--- config.mk ---
export PLATFORM = sky130hd
export DESIGN_NAME = cache_fill_fsm_flat
export DESIGN_NICKNAME = d
export VERILOG_FILES = /design/src/rtl/cache_pkg.sv /design/src/rtl/cache_fill_fsm_if.sv /design/src/rtl/dff.sv /design/src/rtl/fill_word_counter.sv /design/src/rtl/cache_fill_fsm.sv /design/src/flat_wrapper.sv
export SDC_FILE = /design/constraint.sdc
export NUM_CORES = 1
export LEC_CHECK = 0
export ABC_CLOCK_PERIOD_IN_PS = 1850
export BUFFER_PORTS_ARGS = -buffer_cell sky130_fd_sc_hd__clkbuf_2
export CORE_ASPECT_RATIO = 0.75
export CORE_MARGIN = 2
export CORE_UTILIZATION = 41
export CTS_CLUSTER_SIZE = 20
export DETAILED_ROUTE_END_ITERATION = 10
export HOLD_SLACK_MARGIN = 0.05
export PLACE_DENSITY = 0.84
export SLEW_MARGIN = 10
export SYNTH_ARGS = -nofsm -noshare
export SYNTH_HDL_FRONTEND = slang
export SYNTH_SLANG_ARGS = --single-unit
--- constraint.sdc ---
create_clock -name clk -period 1.85 [get_ports clk]
set_input_delay 0.2775 -clock clk [delete_from_list [all_inputs] [get_ports clk]]
set_output_delay 0.2775 -clock clk [all_outputs]
set_load 0.05 [all_outputs]
--- src/rtl/cache_pkg.sv ---
// Shared cache constants: block geometry and fill FSM state encoding.
// The tag/index logic elsewhere in the cache also uses these constants.
package cache_pkg;

  localparam int BLOCK_BYTES     = 16;
  localparam int WORDS_PER_BLOCK = 8;
  localparam int OFFSET_BITS     = 4;
  localparam int WORD_IDX_BITS   = 3;
  // One extra bit so a word counter can hold WORDS_PER_BLOCK itself.
  localparam int CNT_BITS        = WORD_IDX_BITS + 1;

  typedef enum logic {
    IDLE = 1'b0,
    FILL = 1'b1
  } fill_state_t;

  // Byte offset of a 16-bit word within its block.
  function automatic logic [OFFSET_BITS-1:0] word_byte_off(input logic [WORD_IDX_BITS-1:0] idx);
    return {idx, 1'b0};
  endfunction

endpackage

--- src/rtl/cache_fill_fsm_if.sv ---
// Miss / memory / data-array signals of one cache fill engine.
// master = the fill engine, slave = the cache and memory around it.
interface cache_fill_fsm_if #(
  parameter int ADDR_WIDTH = 16
);
  logic                  miss_detected;
  logic [ADDR_WIDTH-1:0] miss_address;
  logic                  memory_data_valid;
  logic [15:0]           memory_data;
  logic                  fsm_busy;
  logic                  memory_enable;
  logic [ADDR_WIDTH-1:0] memory_address;
  logic                  write_data_array;
  logic [2:0]            data_word_offset;
  logic [15:0]           cache_write_data;
  logic                  write_tag_array;
  logic                  fill_done;

  modport master (
    input  miss_detected, miss_address, memory_data_valid, memory_data,
    output fsm_busy, memory_enable, memory_address, write_data_array,
           data_word_offset, cache_write_data, write_tag_array, fill_done
  );

  modport slave (
    output miss_detected, miss_address, memory_data_valid, memory_data,
    input  fsm_busy, memory_enable, memory_address, write_data_array,
           data_word_offset, cache_write_data, write_tag_array, fill_done
  );
endinterface

--- src/rtl/dff.sv ---
// Generic register cell with synchronous active-high reset to zero.
// Latency: one cycle from d to q.
// No flow control.
module dff #(
  parameter int W = 1
) (
  input  logic         clk,
  input  logic         rst,
  input  logic [W-1:0] d,
  output logic [W-1:0] q
);

  // Capture d every edge; reset forces zero.
  always_ff @(posedge clk) begin
    if (rst) q <= '0;
    else     q <= d;
  end

endmodule

--- src/rtl/fill_word_counter.sv ---
// Word counter for a block fill: synchronous clear, increment enable,
// saturates at WORDS_PER_BLOCK so it can never wrap into a new block.
// Latency: count visible the cycle after the enabling edge.
module fill_word_counter
  import cache_pkg::*;
(
  input  logic                clk,
  input  logic                rst,
  input  logic                clr,
  input  logic                inc,
  output logic [CNT_BITS-1:0] cnt_q
);

  logic [CNT_BITS-1:0] cnt_d;

  // Clear wins over increment; hold once the full block has been counted.
  always_comb begin
    cnt_d = cnt_q;
    if (clr) begin
      cnt_d = '0;
    end else if (inc && (cnt_q != CNT_BITS'(WORDS_PER_BLOCK))) begin
      cnt_d = cnt_q + CNT_BITS'(1);
    end
  end

  dff #(.W(CNT_BITS)) u_cnt (
    .clk (clk),
    .rst (rst),
    .d   (cnt_d),
    .q   (cnt_q)
  );

endmodule

--- src/rtl/cache_fill_fsm.sv ---
// Cache miss fill engine: streams one 16-byte block from pipelined memory
// into the data array, word by word, then writes the tag.
// Requests in the 8 cycles after acceptance; last write + tag + fill_done
// MEM_LATENCY cycles after the last request. No backpressure: memory
// returns one word per valid and the cache is stalled via fsm_busy.
module cache_fill_fsm
  import cache_pkg::*;
#(
  parameter int ADDR_WIDTH      = 16,
  parameter int WORDS_PER_BLOCK = 8,
  parameter int MEM_LATENCY     = 4
) (
  input  logic                  clk,
  input  logic                  rst,
  cache_fill_fsm_if.master      bus
);

  // The datapath is built around the package block geometry; reject
  // parameterisations that disagree with it.
  generate
    if ((WORDS_PER_BLOCK != cache_pkg::WORDS_PER_BLOCK) || (MEM_LATENCY < 1) ||
        (ADDR_WIDTH <= OFFSET_BITS)) begin : g_bad_cfg
      $error("cache_fill_fsm: unsupported parameter combination");
    end
  endgenerate

  localparam logic [ADDR_WIDTH-1:0] BLOCK_MASK = ~ADDR_WIDTH'(BLOCK_BYTES - 1);
  localparam logic [CNT_BITS-1:0]   LAST_IDX   = CNT_BITS'(cache_pkg::WORDS_PER_BLOCK - 1);
  localparam logic [CNT_BITS-1:0]   FULL_CNT   = CNT_BITS'(cache_pkg::WORDS_PER_BLOCK);

  fill_state_t           state_q, state_d;
  logic                  state_bit_q;
  logic [ADDR_WIDTH-1:0] base_q, base_d;
  logic [CNT_BITS-1:0]   issue_cnt, recv_cnt;
  logic                  cnt_clr, issue_inc, recv_inc;

  assign state_q = fill_state_t'(state_bit_q);

  // Next state, counter control and all outputs; everything is forced to
  // zero while rst is high so the pipeline sees a quiet engine in reset.
  always_comb begin
    state_d   = state_q;
    base_d    = base_q;
    cnt_clr   = 1'b0;
    issue_inc = 1'b0;
    recv_inc  = 1'b0;

    bus.fsm_busy         = 1'b0;
    bus.memory_enable    = 1'b0;
    bus.memory_address   = '0;
    bus.write_data_array = 1'b0;
    bus.data_word_offset = '0;
    bus.write_tag_array  = 1'b0;
    bus.fill_done        = 1'b0;

    if (!rst) begin
      case (state_q)
        IDLE: begin
          // Returned data is ignored here; only a miss starts a fill.
          if (bus.miss_detected) begin
            base_d       = bus.miss_address & BLOCK_MASK;
            cnt_clr      = 1'b1;
            bus.fsm_busy = 1'b1;
            state_d      = FILL;
          end
        end
        FILL: begin
          bus.fsm_busy = 1'b1;

          // Issue side: one request per cycle until the block is covered.
          // base is block-aligned so the add never carries out of the block.
          if (issue_cnt < FULL_CNT) begin
            bus.memory_enable  = 1'b1;
            bus.memory_address = base_q |
                                 ADDR_WIDTH'(word_byte_off(issue_cnt[WORD_IDX_BITS-1:0]));
            issue_inc          = 1'b1;
          end

          // Receive side: steer each returned word to its slot.
          bus.write_data_array = bus.memory_data_valid;
          bus.data_word_offset = recv_cnt[WORD_IDX_BITS-1:0];
          recv_inc             = bus.memory_data_valid;

          // Last word lands: tag write and completion in the same cycle.
          if (bus.memory_data_valid && (recv_cnt == LAST_IDX)) begin
            bus.write_tag_array = 1'b1;
            bus.fill_done       = 1'b1;
            state_d             = IDLE;
          end
        end
        default: state_d = IDLE;
      endcase
    end
  end

  // Data array write data is a straight pass-through of the memory bus.
  assign bus.cache_write_data = bus.memory_data;

  dff #(.W(1)) u_state (
    .clk (clk),
    .rst (rst),
    .d   (state_d),
    .q   (state_bit_q)
  );

  dff #(.W(ADDR_WIDTH)) u_base (
    .clk (clk),
    .rst (rst),
    .d   (base_d),
    .q   (base_q)
  );

  fill_word_counter u_issue_cnt (
    .clk   (clk),
    .rst   (rst),
    .clr   (cnt_clr),
    .inc   (issue_inc),
    .cnt_q (issue_cnt)
  );

  fill_word_counter u_recv_cnt (
    .clk   (clk),
    .rst   (rst),
    .clr   (cnt_clr),
    .inc   (recv_inc),
    .cnt_q (recv_cnt)
  );

endmodule

--- src/flat_wrapper.sv ---
// flat-port wrapper written by rule: the top's interface ports become plain ports
module cache_fill_fsm_flat import cache_pkg::*;
#(
  parameter int ADDR_WIDTH      = 16,
  parameter int WORDS_PER_BLOCK = 8,
  parameter int MEM_LATENCY     = 4
)
  (clk, rst, bus_miss_detected, bus_miss_address, bus_memory_data_valid, bus_memory_data, bus_fsm_busy, bus_memory_enable, bus_memory_address, bus_write_data_array, bus_data_word_offset, bus_cache_write_data, bus_write_tag_array, bus_fill_done);
  cache_fill_fsm_if #(.ADDR_WIDTH(ADDR_WIDTH)) bus_i ();
  input  logic clk;
  input  logic rst;
  input wire logic [$bits(bus_i.miss_detected)-1:0] bus_miss_detected;
  input wire logic [$bits(bus_i.miss_address)-1:0] bus_miss_address;
  input wire logic [$bits(bus_i.memory_data_valid)-1:0] bus_memory_data_valid;
  input wire logic [$bits(bus_i.memory_data)-1:0] bus_memory_data;
  output wire logic [$bits(bus_i.fsm_busy)-1:0] bus_fsm_busy;
  output wire logic [$bits(bus_i.memory_enable)-1:0] bus_memory_enable;
  output wire logic [$bits(bus_i.memory_address)-1:0] bus_memory_address;
  output wire logic [$bits(bus_i.write_data_array)-1:0] bus_write_data_array;
  output wire logic [$bits(bus_i.data_word_offset)-1:0] bus_data_word_offset;
  output wire logic [$bits(bus_i.cache_write_data)-1:0] bus_cache_write_data;
  output wire logic [$bits(bus_i.write_tag_array)-1:0] bus_write_tag_array;
  output wire logic [$bits(bus_i.fill_done)-1:0] bus_fill_done;
  assign bus_i.miss_detected = bus_miss_detected;
  assign bus_i.miss_address = bus_miss_address;
  assign bus_i.memory_data_valid = bus_memory_data_valid;
  assign bus_i.memory_data = bus_memory_data;
  assign bus_fsm_busy = bus_i.fsm_busy;
  assign bus_memory_enable = bus_i.memory_enable;
  assign bus_memory_address = bus_i.memory_address;
  assign bus_write_data_array = bus_i.write_data_array;
  assign bus_data_word_offset = bus_i.data_word_offset;
  assign bus_cache_write_data = bus_i.cache_write_data;
  assign bus_write_tag_array = bus_i.write_tag_array;
  assign bus_fill_done = bus_i.fill_done;
  cache_fill_fsm #(.ADDR_WIDTH(ADDR_WIDTH), .WORDS_PER_BLOCK(WORDS_PER_BLOCK), .MEM_LATENCY(MEM_LATENCY)) u_core (.clk(clk), .rst(rst), .bus(bus_i));
endmodule
# Word level (Yosys, flattened, before mapping)
# Index checks and enable logic that the tools add are counted.
# op_classes
mul,0
n_addsub,2
muxes,20
n_div,0
n_lt_le_gt_ge,1
bitwise_logic,2
reduce_logical,5
n_eq_ne,3
n_shift,0
# ops
cell,count
two-way mux 16 bit,3
OR 16 x 4 -> 16 bit,1
two-way mux 1 bit,13
"adder 4 x 1 -> 4 bit, second input constant",2
"inequality test 4 bit, second input constant",2
two-way mux 3 bit,2
"equality test 4 x 3 -> 1 bit, second input constant",1
"less-than comparator 4 bit, second input constant",1
case mux 1 bit (2 select lines),2
logical AND 1 bit,3
AND reduction 2 bit,1
OR reduction 2 bit,1
NOT 1 bit,1
# word_totals
ram_bits,0
word_cells,37
mem_bits_ro,0
regBits,21
latchBits,0
n_memories,0
output_inout_bits,40

# Logic depth before layout (Yosys ltp)
# Gate-level depths: netlist of the first run.
# logic_depth
depth_word,5
depth_mapped,5

# By module
# A second synthesis of the first run with hierarchy kept.
# hier_totals
hier_cells,153
area_unflattened_um2,1520.2
# modules_own_cells
module,area_per_inst_um2,cells_each,instances
cache_fill_fsm,509.2,64,1
dff (u_core.u_base),464.2,33,1
fill_word_counter,151.4,19,2
dff (u_core.u_issue_cnt.u_cnt ...),105.1,8,2
dff (u_core.u_state),33.8,2,1

# Worst setup path before layout of the first run
# OpenSTA, ideal clock, no wires.
# synth_timing
path_kind,register to output
startpoint,reg u_core.u_recv_cnt.u_cnt.q[0]
endpoint,out bus_write_tag_array
slack_ps,-41
t_required_ps,1572
t_arrival_ps,1614
stages_incl_launch_ff,6
cell_sequence,dfxtp_1 ha_1 nand3_1 nor3b_1 and2_1 buf_4
# synth_via
elab_chain_len,5
# synth_rtl
item,line_no,text
from (decl),dff.sv:10,output logic [W-1:0] q
from (signal assigned),dff.sv:15,if (rst) q <= '0;
from (signal assigned),dff.sv:16,else q <= d;
equality test 4 x 3 -> 1 bit,cache_fill_fsm.sv:85,if (bus.memory_data_valid && (recv_cnt == LAST_IDX)) begin
logical AND 1 bit,cache_fill_fsm.sv:85,
two-way mux 1 bit (3 in a row),n/a,
to (decl),flat_wrapper.sv:22,output wire logic [$bits(bus_i.write_tag_array)-1:0] bus_write_tag_array;
# No other way between the ends.

# Final worst setup path of the first run
# layout_timing
startpoint,reg u_core.u_recv_cnt.u_cnt.q[0]
endpoint,out bus_fill_done
# layout_via
elab_chain_len,5
# layout_rtl
item,line_no,text
equality test 4 x 3 -> 1 bit,cache_fill_fsm.sv:85,
logical AND 1 bit,cache_fill_fsm.sv:85,
two-way mux 1 bit,cache_fill_fsm.sv:85,
two-way mux 1 bit,cache_fill_fsm.sv:57,case (state_q)
two-way mux 1 bit,cache_fill_fsm.sv:56,if (!rst) begin
to (decl),flat_wrapper.sv:23,output wire logic [$bits(bus_i.fill_done)-1:0] bus_fill_done;
# No other way between the ends.

==> results by group, run 1 <==
Worst setup path
  • Crit path largest cell delay: 0.37 ns
  • Crit Reg-Reg Endpoint: u_core.u_recv_cnt.u_cnt.q[1]$_SDFFE_PP0P_
  • Critical-path top delay cell: dfxtp_2
  • WS Path Type: flip-flop to output port
  • WP depth: 5
  • Worst setup path endpoint: bus_fill_done
  • Worst reg2reg path depth: 5
  • Worst EP arrival: 1.49 ns
  • Worst-path cell chain: ha_1 -> nand3_1 -> nor3b_2 -> and2_4 -> buf_6
  • Crit path max fanout: 6
  • CP Capture Type: output port
  • Critical path buffers and inverters: 1
  • R2R Setup Slk: 0.47 ns
  • Reg2reg start: u_core.u_recv_cnt.u_cnt.q[0]$_SDFFE_PP0P_
  • Cell family with most CP delay: simple AND/OR/NAND/NOR gates
  • WP data required: 1.57 ns
  • CP Launch Type: flip-flop
  • CP startpoint: u_core.u_recv_cnt.u_cnt.q[0]$_SDFFE_PP0P_

Finish
  • Antenna Cells: 0
  • Fillers: 256
  • Final nets: 208
  • Share of layout cells above drive strength 1: 0.329
  • Multi-input gate area: 547 um2
  • Most frequent cells in the layout: nand2_1, clkbuf_2, dfxtp_1, and2_1
  • Area Overhead vs Synth: 22.0%
  • Seq. cell area: 423 um2
  • Commonest non-fill, non-tap cell in the layout: nand2_1

Min path
  • Worst hold path class: input port to flip-flop
  • WHS Path Cells: 3

Clock tree
  • Clock Pin Slew Worst Setup and Hold Paths: 0.08 ns
  • Clock sinks: 21
  • Clock buffer depth: 2
  • Num CTS Buffers: 3
  • Clock Latency Late Sink: 0.26 ns
  • Htree depth: 1
  • Hold Buf Count CTS: 0
  • CTS Root Cell: clkbuf_8
  • CTS tree: built

Global routing
  • Grt total ovfl: 0
  • First-pass GRT wire length: 3550 um
  • GR Util All Layers: 0.138
  • Vias in the first global route: 828
  • Initial antenna violation count: 0
  • Largest net degree at the start of global routing: 21

STA
  • Final slew viol count: 0
  • Fin Setup TNS: 0 ns
  • Clock skew: 0.00296 ns
  • Final setup vio count: 0
  • Fmax: 567 MHz
  • RSZ-0062 raised after global routing: yes
  • Final Hold Vio Count: 0
  • Final period util: 0.953
  • Final min period: 1.76 ns

Routing
  • Final WL: 2350 um
  • Avg Vias per Cell: 4.75
  • Drt wl/cell: 11.6 um
  • DRT iter0 DRCs: 29
  • Routed Antenna Nets: 0
  • Pre-antenna DRT Iters: 4
  • Via count: 965
  • DRC Markers: 0

Placed design
  • Dpl hpwl: 1680 um
  • Port Buffers: 38
  • Last weighted congestion value of the routability-driven placer: 0.762

Die
  • Core area: 2640 um2
  • Chip height: 50.0 um
  • Num ports: 76
  • Row count: 16
  • Initial Util: 0.438
  • Die area: 3260 um2
  • Die width: 65.3 um

Synth
  • Synth Net Count: 184
  • Async SR Flop Fraction: 0
  • EDFF count, synth: 0
  • FF+latch count, synth: 21
  • Count of cell types in the netlist: 29
  • YS warnings: 0
  • Sequential area share after synthesis: 0.364
  • Post-Synthesis Cells: 144
  • Average size of a mapped cell: 8.03 um2
  • Cell Area, Synth: 1160 um2
  • Dominant synthesized flop cell: dfxtp_1

Power
  • VDD IR max: 0.000489 V
  • PD cells: 653 nW/um2
  • Overall power: 920 uW
  • Leak pwr: 0.645 nW

Flow run
  • Maxcap violations: 0

Outcome
  • Status: finished clean
## metrics by stage
| stage | util | setup slack (ns) | cells | area [um2] | hold slack (ns) |
|---|---|---|---|---|---|
| after floorplan | - | 0.129 | 144 | 1160 | 0.413 |
| after global placement | 0.492 | 0.170 | 198 | 1300 | 0.436 |
| after detailed placement | 0.492 | 0.142 | 198 | 1300 | 0.443 |
| after CTS | 0.517 | 0.0127 | 203 | 1370 | 0.228 |
| after global routing | 0.534 | -0.0131 | 203 | 1410 | 0.239 |
| final | 0.534 | 0.0867 | 203 | 1410 | 0.227 |
## cells in the mapped netlist (2+ instances only)
cell / count / share of area
mux2i_1: 3 / 0.026
nor2b_1: 2 / 0.011
a21oi_1: 12 / 0.052
inv_1: 6 / 0.019
buf_4: 20 / 0.13
buf_2: 4 / 0.017
nand3_1: 3 / 0.013
nand2_1: 26 / 0.084
dfxtp_1: 21 / 0.36
ha_1: 4 / 0.043
nor2_1: 6 / 0.019
and2_1: 19 / 0.10
nor3_1: 2 / 0.0087
## tightest hold or removal path, delay by kind of cell
| family | cells | cell delay, ns |
|---|---|---|
| buffers and inverters | 1 | 0.08 |
| and+or+nand+nor | 1 | 0.04 |
| AOI/OAI and AO/OA | 1 | 0.05 |
## cell families after synthesis
group / Yosys count / share of synthesized area
compound gates: 18 / 0.0952
flops: 21 / 0.364
mux: 4 / 0.0357
other cells: 1 / 0.00324
simple gates: 64 / 0.281
xor+xnor: 1 / 0.00758
fa+ha+maj: 4 / 0.0433
buf+inv: 31 / 0.170
## timing repair
item,CTS,global route
resized for setup,3,32
setup buffers,1,0
setup endpoints to repair,2,14
pin swaps,1,1
## cell type report
class	instances	area share
multi-input combinational	92	0.388
sequential	21	0.300
timing repair buffer	44	0.232
tap	36	0.0319
clock buffer	3	0.0293
inverter	6	0.0160
clock inverter	1	0.00355
## where the power goes
group / internal [mW] / switching, mW / leakage [nW]
sequential: 0.471 / 0.0120 / 0.172
combinational: 0.0502 / 0.0894 / 0.447
clock: 0.150 / 0.148 / 0.0255
## state kept, by name (all words and copies together) (netlist names)
signal / flops
u_core.u_base.q: 12
u_core.u_issue_cnt.u_cnt.q: 4
u_core.u_recv_cnt.u_cnt.q: 4
u_core.u_state.q: 1
## layer usage
| metal | GRT usage | wire [um] | up-vias |
|---|---|---|---|
| met3 | 0.0548 | 157 | 6 |
| met1 | 0.172 | 1060 | 441 |
| met4 | 0.0313 | 14 | 0 |
| met2 | 0.223 | 1120 | 27 |
| met5 | 0 | 0 | - |
| li1 | - | - | 491 |
## how the worst min path moves through the flow
stage / start / end
floorplan: bus_miss_address[10] / u_core.u_base.q[10]$_SDFFE_PP0P_
global placement: u_core.u_base.q[4]$_SDFFE_PP0P_ / u_core.u_base.q[4]$_SDFFE_PP0P_
detailed placement: u_core.u_base.q[7]$_SDFFE_PP0P_ / u_core.u_base.q[7]$_SDFFE_PP0P_
CTS: bus_miss_address[7] / u_core.u_base.q[7]$_SDFFE_PP0P_
global route: bus_miss_address[11] / u_core.u_base.q[11]$_SDFFE_PP0P_
finish: bus_miss_address[7] / u_core.u_base.q[7]$_SDFFE_PP0P_
No activity file was read; power rests on OpenSTA's default activity.
==> inputs of run 2 (changes only) <==
--- a/config.mk
+++ b/config.mk
@@ -5,15 +5,16 @@
 export SDC_FILE = /design/constraint.sdc
 export NUM_CORES = 1
 export LEC_CHECK = 0
+export ABC_AREA = 1
 export ABC_CLOCK_PERIOD_IN_PS = 1850
-export BUFFER_PORTS_ARGS = -buffer_cell sky130_fd_sc_hd__clkbuf_2
 export CORE_ASPECT_RATIO = 0.75
 export CORE_MARGIN = 2
-export CORE_UTILIZATION = 41
+export CORE_UTILIZATION = 55
 export CTS_CLUSTER_SIZE = 20
 export DETAILED_ROUTE_END_ITERATION = 10
+export DONT_BUFFER_PORTS = 1
 export HOLD_SLACK_MARGIN = 0.05
-export PLACE_DENSITY = 0.84
+export PLACE_DENSITY = 0.76
 export SLEW_MARGIN = 10
 export SYNTH_ARGS = -nofsm -noshare
 export SYNTH_HDL_FRONTEND = slang
==> run 2 against run 1 <==
  * Sequential share of layout area is 4.0 points higher
  * Critical path depth is 1 lower
  * Area after synthesis is 1.5% higher
  * Final cell count is 7.4% lower
  * Routed wire length is 7.8% lower
  * Non-clock buffer count is 23 lower
  * Largest power group unchanged
==> results by group, run 2 <==
Synth
  • Dominant synthesized flop cell: dfxtp_1
  • Most instantiated cells after synthesis: nor2_1, inv_1, dfxtp_1, a21oi_1, buf_4
  • Post-Synthesis Cells: 162 (+13%)
  • EDFF count, synth: 0 (unchanged)
  • Count of cell types in the netlist: 21 (-28%)
  • Post-synth top area share: 0.358 (-0.00543)
  • Sequential area share after synthesis: 0.358 (-0.00543)
  • Synth Net Count: 202 (+9.8%)
  • Async SR Flop Fraction: 0 (unchanged)
  • Top cells by area, synth: dfxtp_1, buf_4, a21oi_1, nor2_1, inv_1
  • FF+latch count, synth: 21 (unchanged)
  • Yosys top cell by area: dfxtp_1
  • Average size of a mapped cell: 7.24 um2 (-9.8%)
  • Top-count cell post-synth: nor2_1
  • YS warnings: 0 (unchanged)
  • Cell Area, Synth: 1170 um2 (+1.5%)

Routing
  • Routed Antenna Nets: 0 (unchanged)
  • Avg Vias per Cell: 5.02 (+5.6%)
  • Drt wl/cell: 11.5 um (-0.39%)
  • Via count: 944 (-2.2%)
  • DRC Markers: 0 (unchanged)
  • Final WL: 2170 um (-7.8%)
  • Pre-antenna DRT Iters: 4 (unchanged)
  • DRT iter0 DRCs: 32 (+10%)

Finish
  • Post-route insts no fill: 188 (-7.4%)
  • Most frequent cells in the layout: nor2_1, inv_1, buf_4, a21oi_1, dfxtp_1
  • Final nets: 205 (-1.4%)
  • Core Util, Final: 0.627 (+0.0931)
  • Top Registers: u_core.u_base.q: 12 flops, u_core.u_issue_cnt.u_cnt.q: 4 flops, u_core.u_recv_cnt.u_cnt.q: 4 flops
  • Largest register FFs: 12 (unchanged)
  • Fillers: 194 (-24%)
  • Antenna Cells: 0 (unchanged)
  • Largest Register: u_core.u_base.q
  • Area Overhead vs Synth: 7.57%
  • Share of layout cells above drive strength 1: 0.262 (-0.0671)
  • Commonest non-fill, non-tap cell in the layout: nor2_1

Clock tree
  • Clock sinks: 21 (unchanged)
  • Clock Latency Late Sink: 0.31 ns (+0.05 ns)
  • Hold Buf Count CTS: 0 (unchanged)
  • CTS Root Cell: clkbuf_4
  • Num CTS Buffers: 3 (unchanged)
  • CTS tree: built
  • Clock buffer depth: 2 (unchanged)
  • Htree depth: 1 (unchanged)
  • Clock Pin Slew Worst Setup and Hold Paths: 0.11 ns (+0.03 ns)

STA
  • Final setup vio count: 0 (unchanged)
  • RSZ-0062 raised after global routing: no
  • Setup ws final: 0.0877 ns (+0.000986 ns)
  • Final slew viol count: 0 (unchanged)
  • Fin Setup TNS: 0 ns (unchanged)
  • Final min period: 1.76 ns (-0.000986 ns)
  • Fmax: 567 MHz (about the same)
  • Final Hold Vio Count: 0 (unchanged)
  • Final period util: 0.953 (about the same)
  • Clock skew: 0.00736 ns (+0.00440 ns)

Die
  • Core area: 2010 um2 (-24%)
  • Chip height: 44.0 um (-12%)
  • Initial Util: 0.583 (+0.145)
  • Die width: 57.3 um (-12%)
  • Row count: 14 (-2)
  • Die area: 2520 um2 (-23%)
  • Num ports: 76 (unchanged)

Global routing
  • GR Util All Layers: 0.185 (+0.0478)
  • First-pass GRT wire length: 3570 um (+0.59%)
  • Grt total ovfl: 0 (unchanged)
  • Largest net degree at the start of global routing: 26 (+24%)
  • Initial antenna violation count: 0 (unchanged)
  • Vias in the first global route: 857 (+3.5%)

Outcome
  • Status: finished clean

Placed design
  • Dpl hpwl: 1630 um (-3.1%)
  • Pre-CTS setup slack: 0.317 ns (+0.175 ns)
  • Last weighted congestion value of the routability-driven placer: 0.745 (-2.3%)
  • Port Buffers: 0 (-100%)
  • Placed Cells: 183 (-7.6%)

Power
  • VDD IR max: 0.000526 V (+7.7%)
  • PD cells: 669 nW/um2 (+2.6%)
  • Leak pwr: 0.539 nW (-16%)

Min path
  • Worst hold path class: input port to flip-flop

Worst setup path
  • WS Path Type: flip-flop to output port
  • WP data required: 1.57 ns (about the same)
  • CP Launch Type: flip-flop
  • Worst EP arrival: 1.48 ns (about the same)
  • CP Capture Type: output port
  • Crit path max fanout: 5 (-1)

Flow run
  • Maxcap violations: 0 (unchanged)
run 2: changes by cell type after synthesis, moves of 3 or more:
cell and change:
o21ai_0 +5, and2_1 -19, inv_2 +4, o21ai_1 +11
a21oi_1 +6, mux2i_1 -3, inv_1 +16, nor2_1 +17
buf_6 +3, nand2_1 -12
run 2: path summary, 6_finish.rpt:
kind                                                  start                                   endpoint  slack, ns  cells past startpoint
setup / recovery  u_core.u_recv_cnt.u_cnt.q[1]$_SDFFE_PP0P_                        bus_write_tag_array       0.09                      4
hold / removal                         bus_miss_address[10]           u_core.u_base.q[10]$_SDFFE_PP0P_       0.14                      2
setup reg to reg  u_core.u_recv_cnt.u_cnt.q[0]$_SDFFE_PP0P_  u_core.u_recv_cnt.u_cnt.q[1]$_SDFFE_PP0P_       0.54                      8
hold reg to reg             u_core.u_base.q[7]$_SDFFE_PP0P_            u_core.u_base.q[7]$_SDFFE_PP0P_       0.46                      2
run 2: cell families (layout without fill, tap and decap cells):
group                      count (synthesis)  count (layout)  share of synthesized area
buffers and inverters                     51              53                      0.244
DFF                                       21              21                      0.358
AOI/OAI and AO/OA                         35              35                      0.149
and+or+nand+nor                           50              50                      0.203
other                                      1               1                    0.00320
adders and majority gates                  4               4                     0.0426
run 2: layout make-up:
| cell class | count | area [um2] | share of cell area |
|---|---|---|---|
| Tap cell | 24 | 30.0 | 0.0238 |
| Inverter | 28 | 108 | 0.0852 |
| Timing Repair Buffer | 21 | 170 | 0.135 |
| Multi-Input combinational cell | 90 | 498 | 0.394 |
| Clock inverter | 1 | 5.00 | 0.00396 |
| Sequential cell | 21 | 429 | 0.340 |
| Clock buffer | 3 | 22.5 | 0.0178 |
run 2: power by group:
part | internal [mW] | switching [mW] | leakage [nW]
Sequential | 0.475 | 0.0115 | 0.174
Clock | 0.0808 | 0.136 | 0.0177
Combinational | 0.0375 | 0.104 | 0.347
run 2: worst max-delay path, stage by stage (launching register included):
cell,delay [ns]
dfxtp_4,0.40
ha_4,0.14
nand4_1,0.18
nor3_4,0.25
buf_12,0.20
run 2: stage by stage:
| step | power, mW | hold slack (ns) | area (um2) |
|---|---|---|---|
| after floorplan | 0.714 | 0.429 | 1180 |
| after global placement | 0.633 | 0.437 | 1200 |
| after detailed placement | 0.638 | 0.443 | 1200 |
| after CTS | 0.861 | 0.133 | 1240 |
| after global routing | 0.896 | 0.133 | 1260 |
| final | 0.845 | 0.143 | 1260 |
run 2: timing repair:
| item | CTS | global route |
|---|---|---|
| setup buffers | 0 | 1 |
| endpoints found under the setup margin | 4 | 3 |
| gates resized for setup | 3 | 5 |
| pin swaps | 0 | 2 |
run 2: layer usage:
| layer | vias to the layer above | share of wire | track usage |
|---|---|---|---|
| met2 | 34 | 0.45 | 0.275 |
| met3 | 18 | 0.087 | 0.0687 |
| met1 | 403 | 0.43 | 0.227 |
| met4 | 0 | 0.033 | 0.121 |
| li1 | 489 | - | - |
| met5 | - | 0 | 0 |
